<file path="config.mk">
export PLATFORM = sky130hd
export DESIGN_NAME = uart_fifo_link_flat
export DESIGN_NICKNAME = d
export VERILOG_FILES = /design/src/rtl/uart_fifo_link_if.sv /design/src/rtl/uart_fifo_link.sv /design/src/flat_wrapper.sv
export SDC_FILE = /design/constraint.sdc
export NUM_CORES = 1
export LEC_CHECK = 0
export BUFFER_PORTS_ARGS = -buffer_cell sky130_fd_sc_hd__buf_2
export CAP_MARGIN = 20
export CORE_MARGIN = 3
export CORE_UTILIZATION = 45
export DETAILED_ROUTE_END_ITERATION = 10
export GPL_TIMING_DRIVEN = 0
export PLACE_DENSITY = 0.57
export SLEW_MARGIN = 15
export SYNTH_ARGS = -nofsm -noshare
export SYNTH_HDL_FRONTEND = slang
export SYNTH_SLANG_ARGS = --single-unit
</file>
<file path="constraint.sdc">
create_clock -name clk -period 7.8 [get_ports clk]
set_clock_uncertainty 0.15 [all_clocks]
set_input_delay 0.78 -clock clk [delete_from_list [all_inputs] [get_ports clk]]
set_output_delay 0.78 -clock clk [all_outputs]
set_load 0.02 [all_outputs]
</file>
<file path="src/rtl/uart_fifo_link_if.sv">
// uart_fifo_link_if
//   Fabric-side byte handshakes of the UART link, one valid/ready pair per
//   direction.
//   master : fabric side (drives tx_data/tx_valid and rx_ready)
//   slave  : link side   (drives tx_ready, rx_data and rx_valid)
//   Parameter DATA_BITS must match the DATA_BITS of the attached link.
interface uart_fifo_link_if #(
  parameter int DATA_BITS = 8
);
  logic [DATA_BITS-1:0] tx_data;
  logic                 tx_valid;
  logic                 tx_ready;
  logic [DATA_BITS-1:0] rx_data;
  logic                 rx_valid;
  logic                 rx_ready;

  modport master (
    output tx_data, tx_valid, rx_ready,
    input  tx_ready, rx_data, rx_valid
  );

  modport slave (
    input  tx_data, tx_valid, rx_ready,
    output tx_ready, rx_data, rx_valid
  );
endinterface

</file>
<file path="src/rtl/uart_fifo_link.sv">
// uart_fifo_link
//   Full-duplex UART: TX FIFO -> serializer, rx pin -> 2-FF sync ->
//   deserializer -> RX FIFO. Frame is start, DATA_BITS data (LSB first),
//   optional parity, one stop. Sticky error flags for framing, parity and
//   RX FIFO overrun.
//
//   Optional build macro UART_LOOPBACK_EN: when defined, loopback=1 feeds the
//   internal serial output into the receiver and parks the tx pin high.
//   Without it the loopback input is ignored.
//
//   Ports
//     clk, rst_n        system clock, asynchronous active-low reset
//     bus (slave)       tx_data/tx_valid/tx_ready, rx_data/rx_valid/rx_ready
//     tx_level/rx_level FIFO occupancy
//     tx / rx           serial line out (idle high) / in (asynchronous)
//     tx_busy/rx_busy   frame in progress
//     rx_overrun, rx_frame_err, rx_parity_err   sticky flags
//     err_clr           one-cycle pulse clears sticky flags (set wins)
//     loopback          internal loopback select
//
//   FSM states (both directions)
//     state   | meaning
//     S_IDLE  | line idle; TX pops FIFO head, RX waits for falling edge
//     S_START | start bit (RX: half-bit wait then glitch check)
//     S_DATA  | data bits, LSB first
//     S_PAR   | parity bit (only when PARITY != 0)
//     S_STOP  | stop bit (RX: decide push / error at its midpoint)
module uart_fifo_link #(
  parameter int CLK_HZ     = 50_000_000,
  parameter int BAUD       = 115_200,
  parameter int DATA_BITS  = 8,
  parameter int PARITY     = 0,
  parameter int FIFO_DEPTH = 16,
  localparam int LW        = $clog2(FIFO_DEPTH) + 1
) (
  input  logic          clk,
  input  logic          rst_n,
  uart_fifo_link_if.slave bus,
  output logic [LW-1:0] tx_level,
  output logic [LW-1:0] rx_level,
  output logic          tx,
  input  logic          rx,
  output logic          tx_busy,
  output logic          rx_busy,
  output logic          rx_overrun,
  output logic          rx_frame_err,
  output logic          rx_parity_err,
  input  logic          err_clr,
  input  logic          loopback
);
  localparam int DIV = (CLK_HZ + BAUD / 2) / BAUD;
  localparam int AW  = $clog2(FIFO_DEPTH);
  localparam int CW  = $clog2(DIV);
  localparam int BW  = $clog2(DATA_BITS);

  localparam logic [LW-1:0] FULL     = LW'(FIFO_DEPTH);
  localparam logic [CW-1:0] CNT_BIT  = CW'(DIV - 1);
  localparam logic [CW-1:0] CNT_HALF = CW'(DIV / 2 - 1);
  localparam logic [BW-1:0] LAST_BIT = BW'(DATA_BITS - 1);
  localparam logic          PAR_ODD  = (PARITY == 1);
  localparam bit            HAS_PAR  = (PARITY != 0);

  typedef enum logic [2:0] {S_IDLE, S_START, S_DATA, S_PAR, S_STOP} state_t;

  // ---------------- TX FIFO ----------------
  logic [DATA_BITS-1:0] tx_mem [FIFO_DEPTH];
  logic [AW-1:0]        tx_wp, tx_rp;
  logic                 tx_push, tx_pop;
  state_t               tx_state;

  assign bus.tx_ready = (tx_level != FULL);
  assign tx_push      = bus.tx_valid && bus.tx_ready;
  assign tx_pop       = (tx_state == S_IDLE) && (tx_level != '0);

  always_ff @(posedge clk or negedge rst_n) begin
    if (!rst_n) begin
      tx_wp    <= '0;
      tx_rp    <= '0;
      tx_level <= '0;
    end else begin
      if (tx_push) tx_wp <= tx_wp + AW'(1);
      if (tx_pop)  tx_rp <= tx_rp + AW'(1);
      if (tx_push && !tx_pop)      tx_level <= tx_level + LW'(1);
      else if (!tx_push && tx_pop) tx_level <= tx_level - LW'(1);
    end
  end

  always_ff @(posedge clk) begin
    if (tx_push) tx_mem[tx_wp] <= bus.tx_data;
  end

  // ---------------- TX serializer ----------------
  logic [CW-1:0]        tx_cnt;
  logic [BW-1:0]        tx_bit;
  logic [DATA_BITS-1:0] tx_sh;
  logic                 tx_par;
  logic                 tx_line;
  logic                 tx_q;

  always_ff @(posedge clk or negedge rst_n) begin
    if (!rst_n) begin
      tx_state <= S_IDLE;
      tx_cnt   <= '0;
      tx_bit   <= '0;
      tx_sh    <= '0;
      tx_par   <= 1'b0;
      tx_line  <= 1'b1;
    end else if (tx_state == S_IDLE) begin
      tx_line <= 1'b1;
      if (tx_pop) begin
        tx_sh    <= tx_mem[tx_rp];
        tx_par   <= (^tx_mem[tx_rp]) ^ PAR_ODD;
        tx_cnt   <= CNT_BIT;
        tx_line  <= 1'b0;
        tx_state <= S_START;
      end
    end else if (tx_cnt != '0) begin
      tx_cnt <= tx_cnt - CW'(1);
    end else begin
      tx_cnt <= CNT_BIT;
      case (tx_state)
        S_START: begin
          tx_line  <= tx_sh[0];
          tx_sh    <= tx_sh >> 1;
          tx_bit   <= LAST_BIT;
          tx_state <= S_DATA;
        end
        S_DATA: begin
          if (tx_bit != '0) begin
            tx_line <= tx_sh[0];
            tx_sh   <= tx_sh >> 1;
            tx_bit  <= tx_bit - BW'(1);
          end else if (HAS_PAR) begin
            tx_line  <= tx_par;
            tx_state <= S_PAR;
          end else begin
            tx_line  <= 1'b1;
            tx_state <= S_STOP;
          end
        end
        S_PAR: begin
          tx_line  <= 1'b1;
          tx_state <= S_STOP;
        end
        default: tx_state <= S_IDLE;
      endcase
    end
  end

  // Output retiming stage: the line drops one clock after the pop, which keeps
  // the pop-to-start and stop-to-next-pop spacing of a single idle clock.
  always_ff @(posedge clk or negedge rst_n) begin
    if (!rst_n) tx_q <= 1'b1;
    else        tx_q <= tx_line;
  end

  assign tx_busy = (tx_state != S_IDLE);

  // ---------------- Loopback select ----------------
  logic rx_src;
`ifdef UART_LOOPBACK_EN
  assign rx_src = loopback ? tx_q : rx;
  assign tx     = loopback ? 1'b1 : tx_q;
`else
  logic unused_loopback;
  assign unused_loopback = loopback;
  assign rx_src          = rx;
  assign tx              = tx_q;
`endif

  // ---------------- RX synchroniser ----------------
  logic rx_s1, rx_s2, rx_prev, rx_fall;

  always_ff @(posedge clk or negedge rst_n) begin
    if (!rst_n) begin
      rx_s1   <= 1'b1;
      rx_s2   <= 1'b1;
      rx_prev <= 1'b1;
    end else begin
      rx_s1   <= rx_src;
      rx_s2   <= rx_s1;
      rx_prev <= rx_s2;
    end
  end

  assign rx_fall = rx_prev && !rx_s2;

  // ---------------- RX deserializer ----------------
  state_t               rx_state;
  logic [CW-1:0]        rx_cnt;
  logic [BW-1:0]        rx_bit;
  logic [DATA_BITS-1:0] rx_sh;
  logic                 rx_pbit;

  always_ff @(posedge clk or negedge rst_n) begin
    if (!rst_n) begin
      rx_state <= S_IDLE;
      rx_cnt   <= '0;
      rx_bit   <= '0;
      rx_sh    <= '0;
      rx_pbit  <= 1'b0;
    end else if (rx_state == S_IDLE) begin
      if (rx_fall) begin
        rx_cnt   <= CNT_HALF;
        rx_state <= S_START;
      end
    end else if (rx_cnt != '0) begin
      rx_cnt <= rx_cnt - CW'(1);
    end else begin
      rx_cnt <= CNT_BIT;
      case (rx_state)
        S_START: begin
          if (rx_s2) begin
            rx_state <= S_IDLE;
          end else begin
            rx_bit   <= LAST_BIT;
            rx_state <= S_DATA;
          end
        end
        S_DATA: begin
          rx_sh <= {rx_s2, rx_sh[DATA_BITS-1:1]};
          if (rx_bit != '0)  rx_bit   <= rx_bit - BW'(1);
          else if (HAS_PAR)  rx_state <= S_PAR;
          else               rx_state <= S_STOP;
        end
        S_PAR: begin
          rx_pbit  <= rx_s2;
          rx_state <= S_STOP;
        end
        default: rx_state <= S_IDLE;
      endcase
    end
  end

  assign rx_busy = (rx_state != S_IDLE);

  // Frame outcome at the stop-bit sample; first matching cause wins.
  logic rx_done, rx_par_ok, rx_full;
  logic frame_set, par_set, ovr_set, rx_push, rx_pop;

  assign rx_done   = (rx_state == S_STOP) && (rx_cnt == '0);
  assign rx_par_ok = !HAS_PAR || (rx_pbit == ((^rx_sh) ^ PAR_ODD));
  assign rx_full   = (rx_level == FULL);
  assign frame_set = rx_done && !rx_s2;
  assign par_set   = rx_done && rx_s2 && !rx_par_ok;
  assign ovr_set   = rx_done && rx_s2 && rx_par_ok && rx_full;
  assign rx_push   = rx_done && rx_s2 && rx_par_ok && !rx_full;

  always_ff @(posedge clk or negedge rst_n) begin
    if (!rst_n) begin
      rx_overrun    <= 1'b0;
      rx_frame_err  <= 1'b0;
      rx_parity_err <= 1'b0;
    end else begin
      rx_overrun    <= ovr_set   || (rx_overrun    && !err_clr);
      rx_frame_err  <= frame_set || (rx_frame_err  && !err_clr);
      rx_parity_err <= par_set   || (rx_parity_err && !err_clr);
    end
  end

  // ---------------- RX FIFO ----------------
  logic [DATA_BITS-1:0] rx_mem [FIFO_DEPTH];
  logic [AW-1:0]        rx_wp, rx_rp;

  assign bus.rx_valid = (rx_level != '0);
  assign bus.rx_data  = bus.rx_valid ? rx_mem[rx_rp] : '0;
  assign rx_pop       = bus.rx_valid && bus.rx_ready;

  always_ff @(posedge clk or negedge rst_n) begin
    if (!rst_n) begin
      rx_wp    <= '0;
      rx_rp    <= '0;
      rx_level <= '0;
    end else begin
      if (rx_push) rx_wp <= rx_wp + AW'(1);
      if (rx_pop)  rx_rp <= rx_rp + AW'(1);
      if (rx_push && !rx_pop)      rx_level <= rx_level + LW'(1);
      else if (!rx_push && rx_pop) rx_level <= rx_level - LW'(1);
    end
  end

  always_ff @(posedge clk) begin
    if (rx_push) rx_mem[rx_wp] <= rx_sh;
  end
endmodule

</file>
<file path="src/flat_wrapper.sv">
// flat-port wrapper written by rule: the top's interface ports become plain ports
module uart_fifo_link_flat 
#(
  parameter int CLK_HZ     = 50_000_000,
  parameter int BAUD       = 115_200,
  parameter int DATA_BITS  = 8,
  parameter int PARITY     = 0,
  parameter int FIFO_DEPTH = 16,
  localparam int LW        = $clog2(FIFO_DEPTH) + 1
)
  (clk, rst_n, tx_level, rx_level, tx, rx, tx_busy, rx_busy, rx_overrun, rx_frame_err, rx_parity_err, err_clr, loopback, bus_tx_data, bus_tx_valid, bus_rx_ready, bus_tx_ready, bus_rx_data, bus_rx_valid);
  uart_fifo_link_if #(.DATA_BITS(DATA_BITS)) bus_i ();
  input  logic clk;
  input  logic rst_n;
  output logic [LW-1:0] tx_level;
  output logic [LW-1:0] rx_level;
  output logic tx;
  input  logic rx;
  output logic tx_busy;
  output logic rx_busy;
  output logic rx_overrun;
  output logic rx_frame_err;
  output logic rx_parity_err;
  input  logic err_clr;
  input  logic loopback;
  input wire logic [$bits(bus_i.tx_data)-1:0] bus_tx_data;
  input wire logic [$bits(bus_i.tx_valid)-1:0] bus_tx_valid;
  input wire logic [$bits(bus_i.rx_ready)-1:0] bus_rx_ready;
  output wire logic [$bits(bus_i.tx_ready)-1:0] bus_tx_ready;
  output wire logic [$bits(bus_i.rx_data)-1:0] bus_rx_data;
  output wire logic [$bits(bus_i.rx_valid)-1:0] bus_rx_valid;
  assign bus_i.tx_data = bus_tx_data;
  assign bus_i.tx_valid = bus_tx_valid;
  assign bus_i.rx_ready = bus_rx_ready;
  assign bus_tx_ready = bus_i.tx_ready;
  assign bus_rx_data = bus_i.rx_data;
  assign bus_rx_valid = bus_i.rx_valid;
  uart_fifo_link #(.CLK_HZ(CLK_HZ), .BAUD(BAUD), .DATA_BITS(DATA_BITS), .PARITY(PARITY), .FIFO_DEPTH(FIFO_DEPTH)) u_core (.clk(clk), .rst_n(rst_n), .bus(bus_i), .tx_level(tx_level), .rx_level(rx_level), .tx(tx), .rx(rx), .tx_busy(tx_busy), .rx_busy(rx_busy), .rx_overrun(rx_overrun), .rx_frame_err(rx_frame_err), .rx_parity_err(rx_parity_err), .err_clr(err_clr), .loopback(loopback));
endmodule
</file>
==> summary.md <==
| Metric | Value |
|---|---|
| Routability congestion estimate | 0.7930 |
| Mapped Cells | roughly 830 |
| RR Startpoint | u_core.tx_level[0] |
| Netlist Area Pre-Place | 14070 µm² |
| Die ar. | approximately 33000 µm² |
| DR vias/cell | ~5.5 |
| PD cells | 294.7 nW/µm² |
| Placed insts | around 1300 |
| Drt wl/cell | roughly 21 µm |
| P_leak | 5.696 nW |
| Critical Path RT | 6870 ps |
| 1st-iter DRT viols | 350 |
| R2r setup slk | between 4000 and 5000 ps |
| Core footprint | 30670 µm² |
| Reg2Reg Depth | 12 |
| I/O Pins | slightly above 40 |
| Met3 WL | ~760 µm |
| Clock latency on the worst-skew pair | 520 ps |
| Worst slew margin | 42.94% |
| Number of global-route vias before repair | 7513 |
| Max_cap viols | 0 |
| Clock Pin Slew Worst Setup and Hold Paths | 60 ps |
| Peak VDD IR | around 0.19 mV |
| Synth Net Count | ~900 |
| N_diodes | 0 |
| CTS tree | yes |
| Fin crit period | between 3000 and 4000 ps |
| Setup TNS | 0 ps |
| Initial Utilization | 45.88% |
| # hold bufs at CTS | 0 |
| Slew Viols, Final | 0 |
| Status | complete, no violations |
| ANT nets after route | 0 |
| Layout cells sized above 1 | between 20% and 30% |
| Syn avg cell area | around 17 µm² |
| Initial DRT Pass Iterations | 4 |
| RSZ-0062 raised after global routing | no |
| Syn-to-layout area delta | 13.93% |
| R2R Path End | u_core.tx_level[4] |
| Htree depth | 2 |
| Root buf cell | clkbuf_16 |
| Hold Vio Cnt, Final | 0 |
| Met2 routed wirelength | approximately 14000 µm |
| Asr flop ratio synth | a little under a quarter |
| Synth unique cells | 64 |
| Post-synth EDFFs | between 200 and 300 |
| Clock net sink count | ~340 |
| Final Non-Filler Cells | approximately 1300 |
| Drt drc | 0 |
| Die width | roughly 180 µm |
| Uppermost routed layer | met4 |
| Final setup vio count | 0 |
| Total track usage | between 10% and 20% |
| Postcts setup bufs | 0 |
| Placement Rows | 64 |
| Top FF cell, synth | edfxtp_1 |
| CTS Buf Count | 37 |
| Die height | ~180 µm |
| Pin count of the biggest net entering global routing | 47 |
| Worst setup SP type | register |
| Crit-path max FO | 10 |
| Hold Crit Class | in2async |
| First-pass GRT wire length | roughly 44000 µm |
| Actual slew at the worst max-slew pin | 852.7 ps |
| CP Capture Type | output port |
| Sequential cell area fraction in the yosys report | between 60% and 70% |
| Routed wire length | around 28000 µm |
| Clk buf depth | 3 |
| Nets@finish | about 950 |
| Number of antenna violations at the first check in global routing | 0 |
| Worst EP arrival | between 2000 and 3000 ps |
| Post-DP HPWL | 17890 µm |
| Total number of vias | around 7300 |
| # port buffers | 39 |
| Post-cts resize count | 0 |
| Fin crit share | 46.08% |
| Max Clk Rate | 278.2 MHz |
| Yosys warning total | 0 |
| DRT met1 WL | around 12000 µm |
| Synth Register Bits | ~340 |
| Remaining Overflow, GRT | 0 |
| Setup CP Type | reg2out |
==> area by class of cell <==
class | count | area [µm²]
clock inverter | 23 | 182.7
sequential | 336 | 9696
multi-input combinational | 432 | 4084
tap | 396 | 495.5
buffer | 36 | 225.2
inverter | 28 | 105.1
clock buffer | 45 | 1008
timing repair buffer | 41 | 232.7
fill | 2577 | 14640
==> placed cells by master, fill, tap and decap left out, types with 23 or more instances in the layout <==
cell / n
edfxtp_1: 256
dfrtp_1: 75
mux4_2: 56
nand2_1: 52
buf_2: 48
nor2_1: 41
a21oi_1: 40
clkbuf_16: 39
o21ai_0: 26
inv_1: 25
ha_1: 25
and2_1: 23
==> metal layers <==
layer | vias to the layer above | global-route usage [%]
li1 | 3397 | -
met1 | 3766 | 23.28
met2 | 106 | 29.09
met3 | 37 | 2.479
met4 | 0 | 4.445
met5 | - | 0
==> worst max-delay path, cell delays in order, from the launching register on <==
cell     delay (ps)
dfrtp_1         370
buf_6           180
buf_12          160
mux4_1          610
mux4_2          500
and2_1          170
buf_2           150
==> power breakdown <==
part / switching [mW] / internal, mW / total (mW)
clock network: 0.677 / 1.02 / 1.70
logic: 0.484 / 0.383 / 0.867
registers: 0.0945 / 2.07 / 2.16
==> per-stage QoR <==
| stage | hold WS, ps | utilization [%] | setup slack (ps) | power, mW | area [µm²] |
|---|---|---|---|---|---|
| global placement | 198.3 | 48.13 | 4351 | 3.061 | 14760 |
| global route | 107.4 | 52.26 | 4112 | 4.959 | 16030 |
| finish | 79.22 | 52.26 | 4206 | 4.723 | 16030 |
| CTS | 79.96 | 52.26 | 4161 | 4.789 | 16030 |
| floorplan | 195.2 | - | 4540 | 2.828 | 14070 |
| detailed placement | 197.9 | 48.38 | 4361 | 3.080 | 14840 |
==> cell families (layout without fill, tap and decap cells) <==
family | after synthesis | in the layout | synth area share [%]
XOR/XNOR | 24 | 24 | 1.494
AND/OR/NAND/NOR | 186 | 186 | 6.981
multiplexers | 85 | 85 | 12.97
buffers and inverters | 64 | 173 | 2.348
flip-flops | 336 | 336 | 68.91
AO/OA/AOI/OAI | 110 | 110 | 4.793
adder cells (fa/ha/maj) | 27 | 27 | 2.508
==> Yosys cell counts, drive strengths merged, types with 7 or more instances <==
| master | n | area [µm²] |
|---|---|---|
| dfrtp | 75 | 1877 |
| inv | 28 | 105.1 |
| mux4 | 72 | 1682 |
| o21ai | 26 | 130.1 |
| mux2 | 10 | 112.6 |
| clkbuf | 14 | 52.55 |
| a22oi | 14 | 105.1 |
| nand3 | 10 | 55.05 |
| edfxtp | 256 | 7687 |
| nor3 | 16 | 91.34 |
| and2 | 24 | 150.1 |
| nand2 | 52 | 195.2 |
| a21oi | 42 | 217.7 |
| nor2 | 41 | 153.9 |
| buf | 22 | 172.7 |
| nor3b | 7 | 57.55 |
| xnor2 | 19 | 166.4 |
| ha | 25 | 312.8 |
==> how the worst max path moves through the flow <==
stage                        from                  end  slack [ps]
6_report          u_core.rx_rp[0]       bus_rx_data[3]        4210
5_1_grt           u_core.rx_rp[0]       bus_rx_data[3]        4110
4_1_cts           u_core.rx_rp[0]       bus_rx_data[3]        4160
3_5_place_dp   u_core.tx_level[0]   u_core.tx_level[4]        4360
3_3_place_gp     u_core.rx_cnt[2]  u_core.rx_mem[6][0]        4350
2_1_floorplan  u_core.tx_level[1]   u_core.tx_level[4]        4540
==> registers in the layout, indices dropped and copies added, names as in the netlist, 3 cells and up <==
name	count
u_core.rx_bit	3
u_core.rx_cnt	9
u_core.rx_level	5
u_core.rx_mem	128
u_core.rx_rp	4
u_core.rx_sh	8
u_core.rx_state	3
u_core.rx_wp	4
u_core.tx_bit	3
u_core.tx_cnt	9
u_core.tx_level	5
u_core.tx_mem	128
u_core.tx_rp	4
u_core.tx_sh	8
u_core.tx_state	3
u_core.tx_wp	4
Note: power is estimated with default switching activity, not from simulation.
